$ cat src/rtl/mode_select_mux.sv
// Mode sequencer for the servo/PWM board: steps through NUM_MODES function blocks on button edges
// and routes the active block's pulse channels to the pins, switching only at a frame boundary or after a timeout.
module mode_select_mux #(
    parameter int NUM_MODES    = 4,
    parameter int NUM_CH       = 2,
    parameter int MODE_W       = 2,
    parameter int BLANK_CYCLES = 1000,
    parameter int TIMEOUT      = 2000000
) (
    input  logic                        sysclk,
    input  logic                        reset,
    input  logic                        btn_next,
    input  logic                        btn_prev,
    input  logic [NUM_MODES*NUM_CH-1:0] pulse_in,
    output logic [NUM_CH-1:0]           pulse_out,
    output logic [NUM_MODES-1:0]        leds,
    output logic [MODE_W-1:0]           mode,
    output logic                        busy
);

    localparam int CNT_MAX = (BLANK_CYCLES > TIMEOUT) ? BLANK_CYCLES : TIMEOUT;
    localparam int CNT_W   = $clog2(CNT_MAX + 1);

    typedef enum logic [1:0] {
        ST_RUN      = 2'd0,
        ST_WAIT_LOW = 2'd1,
        ST_BLANK    = 2'd2
    } state_t;

    state_t              state_r, state_nxt_s;
    logic                btn_next_q_r, btn_prev_q_r, armed_r;
    logic                rise_next_s, rise_prev_s, step_s;
    logic [MODE_W-1:0]   mode_r, mode_nxt_s, target_r, target_nxt_s;
    logic [MODE_W-1:0]   next_idx_s, prev_idx_s;
    logic [CNT_W-1:0]    cnt_r, cnt_nxt_s;
    logic [NUM_CH-1:0]   slice_s, pulse_r, pulse_nxt_s;
    logic [NUM_MODES-1:0] leds_r, leds_nxt_s;
    logic                busy_r;

    // armed_r masks the first cycle after reset so a button held through reset never steps
    assign rise_next_s = armed_r & btn_next & ~btn_next_q_r;
    assign rise_prev_s = armed_r & btn_prev & ~btn_prev_q_r;
    assign step_s      = rise_next_s ^ rise_prev_s;

    assign next_idx_s = (mode_r == MODE_W'(NUM_MODES - 1)) ? {MODE_W{1'b0}} : mode_r + MODE_W'(1);
    assign prev_idx_s = (mode_r == {MODE_W{1'b0}}) ? MODE_W'(NUM_MODES - 1) : mode_r - MODE_W'(1);

    // Select the active mode's channel slice (AND-OR mux keeps unused indices harmless)
    always_comb begin
        slice_s = {NUM_CH{1'b0}};
        for (int m = 0; m < NUM_MODES; m++) begin
            slice_s = slice_s | ({NUM_CH{mode_r == MODE_W'(m)}} & pulse_in[m*NUM_CH +: NUM_CH]);
        end
    end

    // Button edge-detect registers
    always_ff @(posedge sysclk or negedge reset) begin
        if (!reset) begin
            btn_next_q_r <= 1'b0;
            btn_prev_q_r <= 1'b0;
            armed_r      <= 1'b0;
        end else begin
            btn_next_q_r <= btn_next;
            btn_prev_q_r <= btn_prev;
            armed_r      <= 1'b1;
        end
    end

    // State register
    always_ff @(posedge sysclk or negedge reset) begin
        if (!reset) begin
            state_r <= ST_RUN;
        end else begin
            state_r <= state_nxt_s;
        end
    end

    // Next-state logic
    always_comb begin
        state_nxt_s = state_r;
        case (state_r)
            ST_RUN: begin
                if (step_s) state_nxt_s = ST_WAIT_LOW;
                else        state_nxt_s = ST_RUN;
            end
            ST_WAIT_LOW: begin
                if ((slice_s == {NUM_CH{1'b0}}) || (cnt_r == CNT_W'(TIMEOUT - 1))) state_nxt_s = ST_BLANK;
                else                                                               state_nxt_s = ST_WAIT_LOW;
            end
            ST_BLANK: begin
                if (cnt_r == CNT_W'(BLANK_CYCLES - 1)) state_nxt_s = ST_RUN;
                else                                   state_nxt_s = ST_BLANK;
            end
            default: state_nxt_s = ST_RUN;
        endcase
    end

    // Output and datapath next values; leaving BLANK loads the new slice so blanking lasts exactly BLANK_CYCLES
    always_comb begin
        mode_nxt_s   = mode_r;
        target_nxt_s = target_r;
        cnt_nxt_s    = cnt_r;
        pulse_nxt_s  = {NUM_CH{1'b0}};
        case (state_r)
            ST_RUN: begin
                pulse_nxt_s = slice_s;
                cnt_nxt_s   = {CNT_W{1'b0}};
                if (rise_next_s && !rise_prev_s)      target_nxt_s = next_idx_s;
                else if (rise_prev_s && !rise_next_s) target_nxt_s = prev_idx_s;
                else                                  target_nxt_s = target_r;
            end
            ST_WAIT_LOW: begin
                if (state_nxt_s == ST_BLANK) begin
                    mode_nxt_s  = target_r;
                    pulse_nxt_s = {NUM_CH{1'b0}};
                    cnt_nxt_s   = {CNT_W{1'b0}};
                end else begin
                    pulse_nxt_s = slice_s;
                    cnt_nxt_s   = cnt_r + CNT_W'(1);
                end
            end
            ST_BLANK: begin
                if (state_nxt_s == ST_RUN) begin
                    pulse_nxt_s = slice_s;
                    cnt_nxt_s   = {CNT_W{1'b0}};
                end else begin
                    pulse_nxt_s = {NUM_CH{1'b0}};
                    cnt_nxt_s   = cnt_r + CNT_W'(1);
                end
            end
            default: begin
                mode_nxt_s = {MODE_W{1'b0}};
                cnt_nxt_s  = {CNT_W{1'b0}};
            end
        endcase
        leds_nxt_s = {NUM_MODES{1'b0}};
        for (int m = 0; m < NUM_MODES; m++) begin
            leds_nxt_s[m] = (mode_nxt_s == MODE_W'(m));
        end
    end

    // Datapath and output registers
    always_ff @(posedge sysclk or negedge reset) begin
        if (!reset) begin
            mode_r   <= {MODE_W{1'b0}};
            target_r <= {MODE_W{1'b0}};
            cnt_r    <= {CNT_W{1'b0}};
            pulse_r  <= {NUM_CH{1'b0}};
            leds_r   <= NUM_MODES'(1);
            busy_r   <= 1'b0;
        end else begin
            mode_r   <= mode_nxt_s;
            target_r <= target_nxt_s;
            cnt_r    <= cnt_nxt_s;
            pulse_r  <= pulse_nxt_s;
            leds_r   <= leds_nxt_s;
            busy_r   <= (state_nxt_s != ST_RUN);
        end
    end

    assign pulse_out = pulse_r;
    assign leds      = leds_r;
    assign mode      = mode_r;
    assign busy      = busy_r;

endmodule

$ cat config.mk
export PLATFORM = sky130hd
export DESIGN_NAME = mode_select_mux
export DESIGN_NICKNAME = d
export VERILOG_FILES = /design/src/rtl/mode_select_mux.sv
export SDC_FILE = /design/constraint.sdc
export NUM_CORES = 1
export LEC_CHECK = 0
export ABC_CLOCK_PERIOD_IN_PS = 2350
export CAP_MARGIN = 20
export CORE_MARGIN = 2
export CORE_UTILIZATION = 50
export DETAILED_ROUTE_END_ITERATION = 10
export GPL_TIMING_DRIVEN = 1
export PLACE_DENSITY = 0.83
export SLEW_MARGIN = 20
export SYNTH_ARGS = -nofsm -noshare
export SYNTH_HDL_FRONTEND = slang
export SYNTH_SLANG_ARGS = --single-unit
$ cat constraint.sdc
create_clock -name sysclk -period 2.35 [get_ports sysclk]
set_input_delay 0.235 -clock sysclk [delete_from_list [all_inputs] [get_ports sysclk]]
set_output_delay 0.235 -clock sysclk [all_outputs]
set_load 0.03 [all_outputs]
==> out/results.env, run 1 <==
AREA.GROWTH.SYNTH_TO_FINAL_PCT=18.8
CTSROOTBUFFERMASTER='sky130_fd_sc_hd__clkbuf_8'
LAYOUT.CORE_UTILIZATION=0.610
DIODES=0
FIN_CRIT_SH=0.919
WORSTREGTOREGCELLS=8
CORE-AREA_SQ_UM=3970
SYNTHARSTFLOPSHARE=1.00
MAX_STAGE_DELAY_NS=0.39
REG2REG_FROM='state_r[0]'
WIRELENGTH_UM=3940
PLACED_WIRE_LENGTH_ESTIMATE_UM=2840
YOSYS_WARNINGS=0
OVERALL_POWER_AFTER_LAYOUT_mW=1.17
CRIT_PATH_START_KIND='register'
WORSTMARGINPINSLEW_NS=0.802
NUMBER_OF_DISTINCT_STANDARD_CELLS_REFERENCED_BY_THE_SYNTHESIZED_NETLIST=48
MOSTFREQUENTLAYOUTCELLS='sky130_fd_sc_hd__dfrtp_1, sky130_fd_sc_hd__nor2_1, sky130_fd_sc_hd__clkdlybuf4s50_1'
PATH_CELLS='inv_1, ha_1, nor2b_1, nor4_1, nand4_1, o211ai_1, a31oi_1, a211oi_2'
GRT_SETUP_UNREPAIRED='no'
SYNTH_CELLS=202
FMAXACHIEVABLE_MHz=463
DRT-WIRELENGTH-PER-CELL_UM=14.0
DETAIL_ROUTE.ITER0.VIOLATIONS=155
GRT_PASS1_VIAS=1475
TOTAL_CLOCK_BUFFERS_CREATED_BY_CTS=5
NETLIST_AREA_SQ_UM=2040
LAYOUT.CELLS.MOST_COMMON='sky130_fd_sc_hd__dfrtp_1'
ANT_NETS=0
SYN_NETS=224
FLOORPLAN_DIE_AREA_SQ_UM=4600
POST-ROUTE-MIN-PERIOD_NS=2.16
CP_ARRIVAL_NS=2.36
WORST-ENDPOINT-REQUIRED_NS=2.55
HTREE_NUM_LEVELS=2
PLACED_CELLS=272
NUM-FILL-CELLS=343
VIASPERCELL=5.57
NUMBER_OF_SEARCH_AND_REPAIR_ITERATIONS_IN_THE_FIRST_DETAILED_ROUTING_PASS=4
WORST_PATH_DOMINANT_CELL_FAMILY='simple AND/OR/NAND/NOR gates'
POST_SYNTHESIS_SEQUENTIAL_AREA_RATIO=0.455
SEQUENTIAL_CELL_AREA_SQ_UM=928
SYN_AVG_CELL_AREA_SQ_UM=10.1
VIAS=1566
CP-END-KIND='register'
CLOCK_LATENCY_NS=0.29
BOUNDARYPINS=21
HOLD_PATH_CLASS='primary input to asynchronous set/reset pin'
WORST_SLACK_NS=0.191
SETUP_VIOLATIONS=0
GLOBALPLACE.CONGESTION=0.819
CTS-HOLD-FIX-BUFFERS=0
ROWS=23
MULTIINPUTGATEAREA_SQ_UM=1040
CTS.CLK_SLEW.WORST_PATHS_NS=0.07
YS_FF_LATCH=37
HOLD_VIOL_FINAL=0
PLACE_WORST_SETUP_SLACK_NS=-0.0482
CTS_TREE='yes'
FINALHOLDWORSTSLACK_NS=0.0276
NUMBER_OF_FLOPS_MAPPED_TO_ENABLE_CELLS_BY_YOSYS=0
VDD.IR_DROP.WORST_mV=0.319
DIE_HEIGHT_UM=67.8
FP.DIEW_UM=67.8
GRT_USAGE=0.193
MAX-CAP-VIOLATIONS=0
CELL_LEAKAGE_POWER_nW=1.05
FIN_NETS=252
PORTBUFFERS=20
DRIVE_ABOVE_1_SHARE=0.134
CRITICAL-PATH-SLOWEST-CELL='sky130_fd_sc_hd__nor4_1'
CTSLONGESTPATHBUFFERS=2
CELLPOWERDENSITY_nW_PER_UM2=482
TIMING.SLEW.HEADROOM=0.465
FINISH.CELL_COUNT_WITHOUT_FILLERS=281
GRT_START_MAX_NET_PINS=38
FIN_AREA_SQ_UM=2420
PATH_BUF_INV=1
CRIT_TYPE='register to register'
SLEW_VIOLATIONS=0
TIMING.CRITICAL_PATH.FANOUT_MAX=6
GLOBALROUTEOVERFLOWTOTAL=0
RUN_STATUS='finished clean'
R2R_SLACK_NS=0.19
GRT_PASS1_WL_UM=6600
FINALSETUPTNS_NS=0
SYNTH_FF_TYPE='sky130_fd_sc_hd__dfrtp_1'
R2R-END='leds[2]'
DRC_ERRORS=0
INITIAL_CORE_UTIL=0.513
SKEW_NS=0.00250
NUMBER_OF_CLOCK_SINKS=37
DPL_CELL_AREA_SQ_UM=2310
INITIAL_ANTENNA_VIOLATION_COUNT=0
==> repair_timing <==
item                       in CTS  in global routing
gates resized for setup         0                  2
setup endpoints to repair       0                 24
buffers inserted                0                  1
==> sequential cells by signal (all words and copies together) (netlist names) <==
signal        count
mode              2
armed_r           1
leds              4
state_r           2
btn_prev_q_r      1
pulse_out         2
cnt_r            21
btn_next_q_r      1
busy              1
target_r          2
==> final cells by class <==
class                           instances  share of cell area
Clock buffer                            7              0.0398
Clock inverter                          1             0.00207
Inverter                                9              0.0140
Multi-Input combinational cell        151               0.430
Sequential cell                        37               0.383
Tap cell                               50              0.0258
Timing Repair Buffer                   26               0.104
==> Yosys cell counts (2+ instances only) <==
cell type / number / area (sq um)
sky130_fd_sc_hd__dfrtp_1: 36 / 901
sky130_fd_sc_hd__nor2_1: 34 / 128
sky130_fd_sc_hd__xnor2_1: 14 / 123
sky130_fd_sc_hd__ha_1: 10 / 125
sky130_fd_sc_hd__inv_1: 9 / 33.8
sky130_fd_sc_hd__nand2_1: 8 / 30.0
sky130_fd_sc_hd__nand3_1: 8 / 40.0
sky130_fd_sc_hd__nand4_1: 6 / 37.5
sky130_fd_sc_hd__xor2_1: 6 / 52.6
sky130_fd_sc_hd__a21oi_1: 5 / 25.0
sky130_fd_sc_hd__and3_1: 5 / 31.3
sky130_fd_sc_hd__a221oi_1: 4 / 35.0
sky130_fd_sc_hd__nand2b_1: 4 / 25.0
sky130_fd_sc_hd__nor2b_1: 4 / 25.0
sky130_fd_sc_hd__nor4_1: 3 / 18.8
sky130_fd_sc_hd__a211oi_2: 2 / 25.0
sky130_fd_sc_hd__a22o_1: 2 / 17.5
sky130_fd_sc_hd__a31oi_1: 2 / 12.5
sky130_fd_sc_hd__and4_1: 2 / 17.5
sky130_fd_sc_hd__buf_2: 2 / 10.0
sky130_fd_sc_hd__buf_6: 2 / 22.5
sky130_fd_sc_hd__nand4b_1: 2 / 17.5
sky130_fd_sc_hd__nor3b_1: 2 / 15.0
sky130_fd_sc_hd__o211ai_1: 2 / 15.0
sky130_fd_sc_hd__o211ai_2: 2 / 25.0
sky130_fd_sc_hd__o21a_1: 2 / 15.0
sky130_fd_sc_hd__o21ai_0: 2 / 10.0
sky130_fd_sc_hd__o21ai_1: 2 / 10.0
==> worst max path at each step <==
stage,to,startpoint,cells past startpoint,slack [ns]
3_3_place_gp,leds[1],btn_next,10,0.10
2_1_floorplan,cnt_r[12],mode[0],9,0.02
5_1_grt,leds[2],state_r[0],8,0.03
3_5_place_dp,leds[2],btn_prev,9,-0.05
4_1_cts,cnt_r[12],mode[0],9,0.11
6_report,leds[2],state_r[0],8,0.19
==> logic make-up after synthesis <==
logic type,share of synthesized area
other,0.00184
xor gates and xnor gates,0.0859
buffers and inverters,0.0344
and+or+nand+nor,0.246
AOI/OAI and AO/OA,0.115
adders and majority gates,0.0614
DFF,0.455
==> power breakdown <==
group          switching, mW  internal [mW]
Clock                  0.218          0.265
Sequential          0.000740          0.639
Combinational         0.0218         0.0231
Total                  0.241          0.927
==> routing by layer <==
| layer | routed length (um) | up-vias | share of wire | track usage |
|---|---|---|---|---|
| met1 | 1840 | 769 | 0.47 | 0.253 |
| li1 | - | 761 | - | - |
| met5 | 0 | - | 0 | 0 |
| met3 | 117 | 5 | 0.030 | 0.0345 |
| met2 | 1920 | 31 | 0.49 | 0.313 |
| met4 | 63 | 0 | 0.016 | 0.0875 |
Power figures use the tool's default switching activity.
==> inputs of run 2 (changes only) <==
Settings changed: CORE_UTILIZATION 50 to 39, PLACE_DENSITY 0.83 to 0.69, SLEW_MARGIN 20 to unset.
==> out/results.env, run 2 (synthesis results as in run 1) <==
AREA.GROWTH.SYNTH_TO_FINAL_PCT=19.7  # was 18.8%
POST-ROUTE-MIN-PERIOD_NS=2.18  # was 2.16 ns
R2R-END='cnt_r[5]'  # was leds[2]
HOLD_PATH_CLASS='primary input to asynchronous set/reset pin'  # unchanged
NUMBER_OF_CLOCK_SINKS=37  # unchanged
WIRELENGTH_UM=3870  # was 3940 um
CELLPOWERDENSITY_nW_PER_UM2=454  # was 482 nW/um^2
BOUNDARYPINS=21  # unchanged
MOSTFREQUENTLAYOUTCELLS='sky130_fd_sc_hd__dfrtp_1, sky130_fd_sc_hd__nor2_1, sky130_fd_sc_hd__clkdlybuf4s50_1'  # unchanged
MAX-CAP-VIOLATIONS=0  # unchanged
FINALSETUPTNS_NS=0  # unchanged
GLOBALROUTEOVERFLOWTOTAL=0  # unchanged
CLOCK_LATENCY_NS=0.29  # about the same
MULTIINPUTGATEAREA_SQ_UM=1040  # unchanged
SETUP_VIOLATIONS=0  # unchanged
CORE-AREA_SQ_UM=5070  # was 3970 sq um
PORTBUFFERS=20  # unchanged
NUM-FILL-CELLS=483  # was 343
GRT_START_MAX_NET_PINS=38  # unchanged
PLACED_CELLS=295  # was 272
SKEW_NS=0.0130  # was 0.00250 ns
INITIAL_ANTENNA_VIOLATION_COUNT=0  # unchanged
RUN_STATUS='finished clean'  # unchanged
DIE_HEIGHT_UM=76.3  # was 67.8 um
WORSTREGTOREGCELLS=9  # was 8
FINISH.CELL_COUNT_WITHOUT_FILLERS=303  # was 281
CELL_LEAKAGE_POWER_nW=1.05  # about the same
MOST_FLOPS_REGISTER='cnt_r'  # unchanged
DRC_ERRORS=0  # unchanged
SLEW_VIOLATIONS=0  # unchanged
WORST-ENDPOINT-REQUIRED_NS=2.52  # was 2.55 ns
ANT_NETS=0  # unchanged
OVERALL_POWER_AFTER_LAYOUT_mW=1.11  # was 1.17 mW
LAYOUT.CELLS.MOST_COMMON='sky130_fd_sc_hd__dfrtp_1'  # unchanged
FP.DIEW_UM=76.3  # was 67.8 um
FINALHOLDWORSTSLACK_NS=0.0206  # was 0.0276 ns
GRT_SETUP_UNREPAIRED='no'  # unchanged
FIN_CRIT_SH=0.926  # was 0.919
PLACED_WIRE_LENGTH_ESTIMATE_UM=2800  # was 2840 um
CTSLONGESTPATHBUFFERS=2  # unchanged
ROWS=26  # was 23
VIASPERCELL=5.09  # was 5.57
PLACE_WORST_SETUP_SLACK_NS=-0.0139  # was -0.0482 ns
GRT_PASS1_WL_UM=6720  # was 6600 um
FIN_AREA_SQ_UM=2440  # was 2420 sq um
HTREE_NUM_LEVELS=2  # unchanged
R2R_SLACK_NS=0.17  # was 0.19 ns
CTSROOTBUFFERMASTER='sky130_fd_sc_hd__clkbuf_8'  # unchanged
POSTCTSSETUPBUFFERS=0  # unchanged
DRIVE_ABOVE_1_SHARE=0.129  # was 0.134
TIMING.CRITICAL_PATH.FROM='mode[0]'  # was state_r[0]
GRT_USAGE=0.143  # was 0.193
CRIT_TYPE='register to register'  # unchanged
VIAS=1541  # was 1566
GLOBALPLACE.CONGESTION=0.772  # was 0.819
DETAIL_ROUTE.ITER0.VIOLATIONS=94  # was 155
NUMBER_OF_SEARCH_AND_REPAIR_ITERATIONS_IN_THE_FIRST_DETAILED_ROUTING_PASS=4  # unchanged
WORST_SLACK_NS=0.174  # was 0.191 ns
CP_ARRIVAL_NS=2.35  # was 2.36 ns
REG2REG_FROM='mode[0]'  # was state_r[0]
LAYOUT.CORE_UTILIZATION=0.481  # was 0.610
CTS-RESIZED-GATES=0  # unchanged
CP-END-KIND='register'  # unchanged
CTS_TREE='yes'  # unchanged
DIODES=0  # unchanged
TIMING.CRITICAL_PATH.FANOUT_MAX=21  # was 6
SEQUENTIAL_CELL_AREA_SQ_UM=927  # was 928 sq um
MAX_REG_FLOPS=21  # unchanged
DPL_CELL_AREA_SQ_UM=2360  # was 2310 sq um
TIMING.SLEW.HEADROOM=0.471  # was 0.465
CTS-HOLD-FIX-BUFFERS=0  # unchanged
VDD.IR_DROP.WORST_mV=0.188  # was 0.319 mV
DRT-WIRELENGTH-PER-CELL_UM=12.8  # was 14.0 um
FIN_NETS=254  # was 252
WORSTMARGINPINSLEW_NS=0.794  # was 0.802 ns
TOTAL_CLOCK_BUFFERS_CREATED_BY_CTS=5  # unchanged
FMAXACHIEVABLE_MHz=460  # was 463 MHz
INITIAL_CORE_UTIL=0.402  # was 0.513
HOLD_VIOL_FINAL=0  # unchanged
CRIT_PATH_END='cnt_r[5]'  # was leds[2]
GRT_PASS1_VIAS=1457  # was 1475
CRIT_PATH_START_KIND='register'  # unchanged
CTS.CLK_SLEW.WORST_PATHS_NS=0.08  # was 0.07 ns
FLOORPLAN_DIE_AREA_SQ_UM=5820  # was 4600 sq um
==> run 2: changes by cell type in the layout (fill, tap and decap cells not counted), sizes merged <==
cell,previous run,this run
buf,7,9
==> run 2: per-layer routing <==
metal	wire, um	GRT usage
met1	1900	0.192
met5	0	0
met2	1800	0.224
met4	62	0.0545
met3	109	0.0332
==> run 2: area by class of cell <==
cell class | instances | share of cell area
multi-input combinational | 151 | 0.427
sequential | 37 | 0.380
timing repair buffer | 28 | 0.110
tap | 70 | 0.0359
clock buffer | 7 | 0.0313
inverter | 9 | 0.0138
clock inverter | 1 | 0.00205
==> run 2: how the worst min path moves through the flow <==
stage          start         to  slack [ns]  depth (start not counted)
6_report       reset  cnt_r[12]        0.02                          1
5_1_grt        reset  cnt_r[12]        0.09                          1
4_1_cts        reset  cnt_r[12]        0.07                          1
3_5_place_dp   reset  cnt_r[12]        0.38                          1
3_3_place_gp   reset  cnt_r[12]        0.36                          1
2_1_floorplan  reset    armed_r       -0.06                          0
==> run 2: critical path, cell delays in order, from the launching register on <==
cell and delay [ns]:
sky130_fd_sc_hd__dfrtp_1 0.41, sky130_fd_sc_hd__inv_1 0.10, sky130_fd_sc_hd__ha_1 0.24, sky130_fd_sc_hd__a22o_1 0.18, sky130_fd_sc_hd__a221oi_1 0.30, sky130_fd_sc_hd__and2_2 0.27
sky130_fd_sc_hd__o21ai_1 0.10, sky130_fd_sc_hd__o221ai_2 0.23, sky130_fd_sc_hd__buf_12 0.19, sky130_fd_sc_hd__nor2_1 0.05
==> run 2: where the power goes <==
part	switching (mW)	internal (mW)	total (mW)
combinational	0.0214	0.0231	0.0445
sequential	0.000892	0.639	0.640
clock	0.214	0.208	0.422
total	0.237	0.870	1.11
==> inputs of run 3 (changes only) <==
Settings changed: ABC_CLOCK_PERIOD_IN_PS 2350 to 2000, PLACE_DENSITY 0.69 to unset, PLACE_DENSITY_LB_ADDON set to 0.1.
Clock period 2.35 ns to 2 ns, I/O delays scaled along.
==> out/results.env, run 3 (synthesis results as in run 1) <==
MOST_FLOPS_REGISTER='cnt_r'  # unchanged
LAYOUT.CELLS.MOST_COMMON='sky130_fd_sc_hd__dfrtp_1'  # unchanged
SEQ_POWER_SHARE=0.561  # was 0.578
WORSTMARGINPINSLEW_NS=0.813  # was 0.794 ns
HOLD_VIOL_FINAL=0  # unchanged
DETAIL_ROUTE.ITER0.VIOLATIONS=142  # was 94
POWER_FRAC_COMB=0.047  # was 0.040
DRC_ERRORS=0  # unchanged
FMAXACHIEVABLE_MHz=500  # was 460 MHz
R2R_SLACK_NS=0.0004  # was 0.17 ns
DIODES=0  # unchanged
CTSROOTBUFFERMASTER='sky130_fd_sc_hd__clkbuf_8'  # unchanged
ROWS=26  # unchanged
BOUNDARYPINS=21  # unchanged
LAYOUT.CORE_UTILIZATION=0.518  # was 0.481
DRT-WIRELENGTH-PER-CELL_UM=14.2  # was 12.8 um
VIASPERCELL=5.14  # was 5.09
MAX-CAP-VIOLATIONS=0  # unchanged
MET1_TRACK_DEMAND_OVER_RESOURCE_IN_GLOBAL_ROUTING=0.236  # was 0.192
ANT_NETS=0  # unchanged
NUMBER_OF_SEARCH_AND_REPAIR_ITERATIONS_IN_THE_FIRST_DETAILED_ROUTING_PASS=4  # unchanged
FIN_CRIT_SH=1.00  # was 0.926
DIE_HEIGHT_UM=76.3  # unchanged
RUN_STATUS='finished clean'  # unchanged
CELLPOWERDENSITY_nW_PER_UM2=510  # was 454 nW/um^2
GRT_USE_MET2=0.242  # was 0.224
CRIT_TYPE='register to register'  # unchanged
CTS.CLK_SLEW.WORST_PATHS_NS=0.07  # was 0.08 ns
OVERALL_POWER_AFTER_LAYOUT_mW=1.34  # was 1.11 mW
INITIAL_ANTENNA_VIOLATION_COUNT=0  # unchanged
GLOBALROUTEOVERFLOWTOTAL=0  # unchanged
VIAS=1623  # was 1541
FIN_AREA_SQ_UM=2630  # was 2440 sq um
POST-ROUTE-MIN-PERIOD_NS=2.00  # was 2.18 ns
CP-END-KIND='register'  # unchanged
DPL_CELL_AREA_SQ_UM=2440  # was 2360 sq um
P_SW_mW=0.276  # was 0.237 mW
CRIT_PATH_START_KIND='register'  # unchanged
TIMING.SLEW.HEADROOM=0.458  # was 0.471
MOSTFREQUENTLAYOUTCELLS='sky130_fd_sc_hd__dfrtp_1, sky130_fd_sc_hd__nor2_1, sky130_fd_sc_hd__buf_4'  # was sky130_fd_sc_hd__dfrtp_1, sky130_fd_sc_hd__nor2_1, sky130_fd_sc_hd__clkdlybuf4s50_1
TIMING.CRITICAL_PATH.FANOUT_MAX=21  # unchanged
FIN_NETS=267  # was 254
CLOCK_LATENCY_NS=0.29  # about the same
CORE-AREA_SQ_UM=5070  # unchanged
FP.DIEW_UM=76.3  # unchanged
WORST-ENDPOINT-REQUIRED_NS=2.17  # was 2.52 ns
MAX_REG_FLOPS=21  # unchanged
NUM-FILL-CELLS=451  # was 483
DRIVE_ABOVE_1_SHARE=0.232  # was 0.129
CTS_TREE='yes'  # unchanged
GRT_SETUP_UNREPAIRED='yes'  # was no
GR_PEAK_LAYER='met2'  # unchanged
GRT_PASS1_VIAS=1633  # was 1457
GRT_PASS1_WL_UM=7810  # was 6720 um
WIRELENGTH_UM=4490  # was 3870 um
SKEW_NS=0.00812  # was 0.0130 ns
CELL_LEAKAGE_POWER_nW=1.13  # was 1.05 nW
FLOORPLAN_DIE_AREA_SQ_UM=5820  # unchanged
PLACED_WIRE_LENGTH_ESTIMATE_UM=3270  # was 2800 um
P_INT_mW=1.06  # was 0.870 mW
HOLD_PATH_CLASS='primary input to asynchronous set/reset pin'  # unchanged
SETUP_VIOLATIONS=0  # unchanged
NUMBER_OF_CLOCK_SINKS=37  # unchanged
AREA.GROWTH.SYNTH_TO_FINAL_PCT=28.9  # was 19.7%
HTREE_NUM_LEVELS=2  # unchanged
TOTAL_CLOCK_BUFFERS_CREATED_BY_CTS=5  # unchanged
GLOBALPLACE.CONGESTION=0.768  # was 0.772
GRT_USAGE=0.165  # was 0.143
SLEW_VIOLATIONS=0  # unchanged
POWER_SWITCHING_SHARE=0.206  # was 0.214
INITIAL_CORE_UTIL=0.402  # unchanged
FINALSETUPTNS_NS=0  # unchanged
PORTBUFFERS=20  # unchanged
CP_ARRIVAL_NS=2.17  # was 2.35 ns
CTSLONGESTPATHBUFFERS=2  # unchanged
VDD.IR_DROP.WORST_mV=0.298  # was 0.188 mV
FINALHOLDWORSTSLACK_NS=0.000380  # was 0.0206 ns
GRT_START_MAX_NET_PINS=38  # unchanged
GRT_USE_MET3=0.0391  # was 0.0332
P_CLK_FRAC=0.392  # was 0.382
## run 3: metrics by stage
| step | setup WS, ns | instances |
|---|---|---|
| detailed placement | -0.279 | 304 |
| global placement | -0.275 | 304 |
| CTS | -0.00223 | 314 |
| global route | -0.113 | 316 |
| floorplan | 0.00166 | 202 |
| finish | 0.000415 | 316 |
## run 3: power groups by stage
stage          clock network, mW  registers (mW)  logic, mW
6_report                   0.525           0.752     0.0630
5_1_grt                    0.585           0.752     0.0705
4_1_cts                    0.550           0.752     0.0590
3_5_place_dp                   0           0.766     0.0567
3_3_place_gp                   0           0.766     0.0548
2_1_floorplan                  0           0.766     0.0143
## run 3: final timing paths
path                        startpoint           end  depth (start not counted)
min                              reset      cnt_r[8]                          1
max reg2reg                    mode[0]      cnt_r[0]                          8
max in group asynchronous        reset       mode[0]                          1
max                            mode[0]      cnt_r[0]                          8
min reg2reg                target_r[0]   target_r[0]                          1
min in group sysclk           btn_next  btn_next_q_r                          1
## run 3: worst max-delay path, stage by stage (launching register included)
cell                       delay [ns]
sky130_fd_sc_hd__dfrtp_2         0.46
sky130_fd_sc_hd__ha_2            0.21
sky130_fd_sc_hd__a22o_1          0.21
sky130_fd_sc_hd__a221oi_2        0.25
sky130_fd_sc_hd__and2_4          0.24
sky130_fd_sc_hd__o21ai_1         0.07
sky130_fd_sc_hd__o221ai_2        0.20
sky130_fd_sc_hd__buf_12          0.19
sky130_fd_sc_hd__nor2_1          0.06
## run 3: layout make-up
class                   count  area (sq um)  area share
multi-input cells         151          1120       0.425
flip-flops and latches     37           930       0.354
repair buffers             41           365       0.139
clock buffers               8          90.1      0.0343
well taps                  70          87.6      0.0333
inverters                   9          36.3      0.0138
## run 3: what timing repair did
item                                    in CTS  in global routing
endpoints found under the setup margin      24                 27
pin swaps                                    1                  9
resized for setup                            3                  8
hold buffers                                 0                  0
buffers inserted                             2                  2
gates cloned                                 0                  0
## run 3: metal layers
| metal | routed length [um] | up-vias |
|---|---|---|
| met2 | 2060 | 33 |
| met3 | 141 | 8 |
| met4 | 82 | 0 |
| met1 | 2200 | 791 |
| li1 | - | 791 |
| met5 | 0 | - |
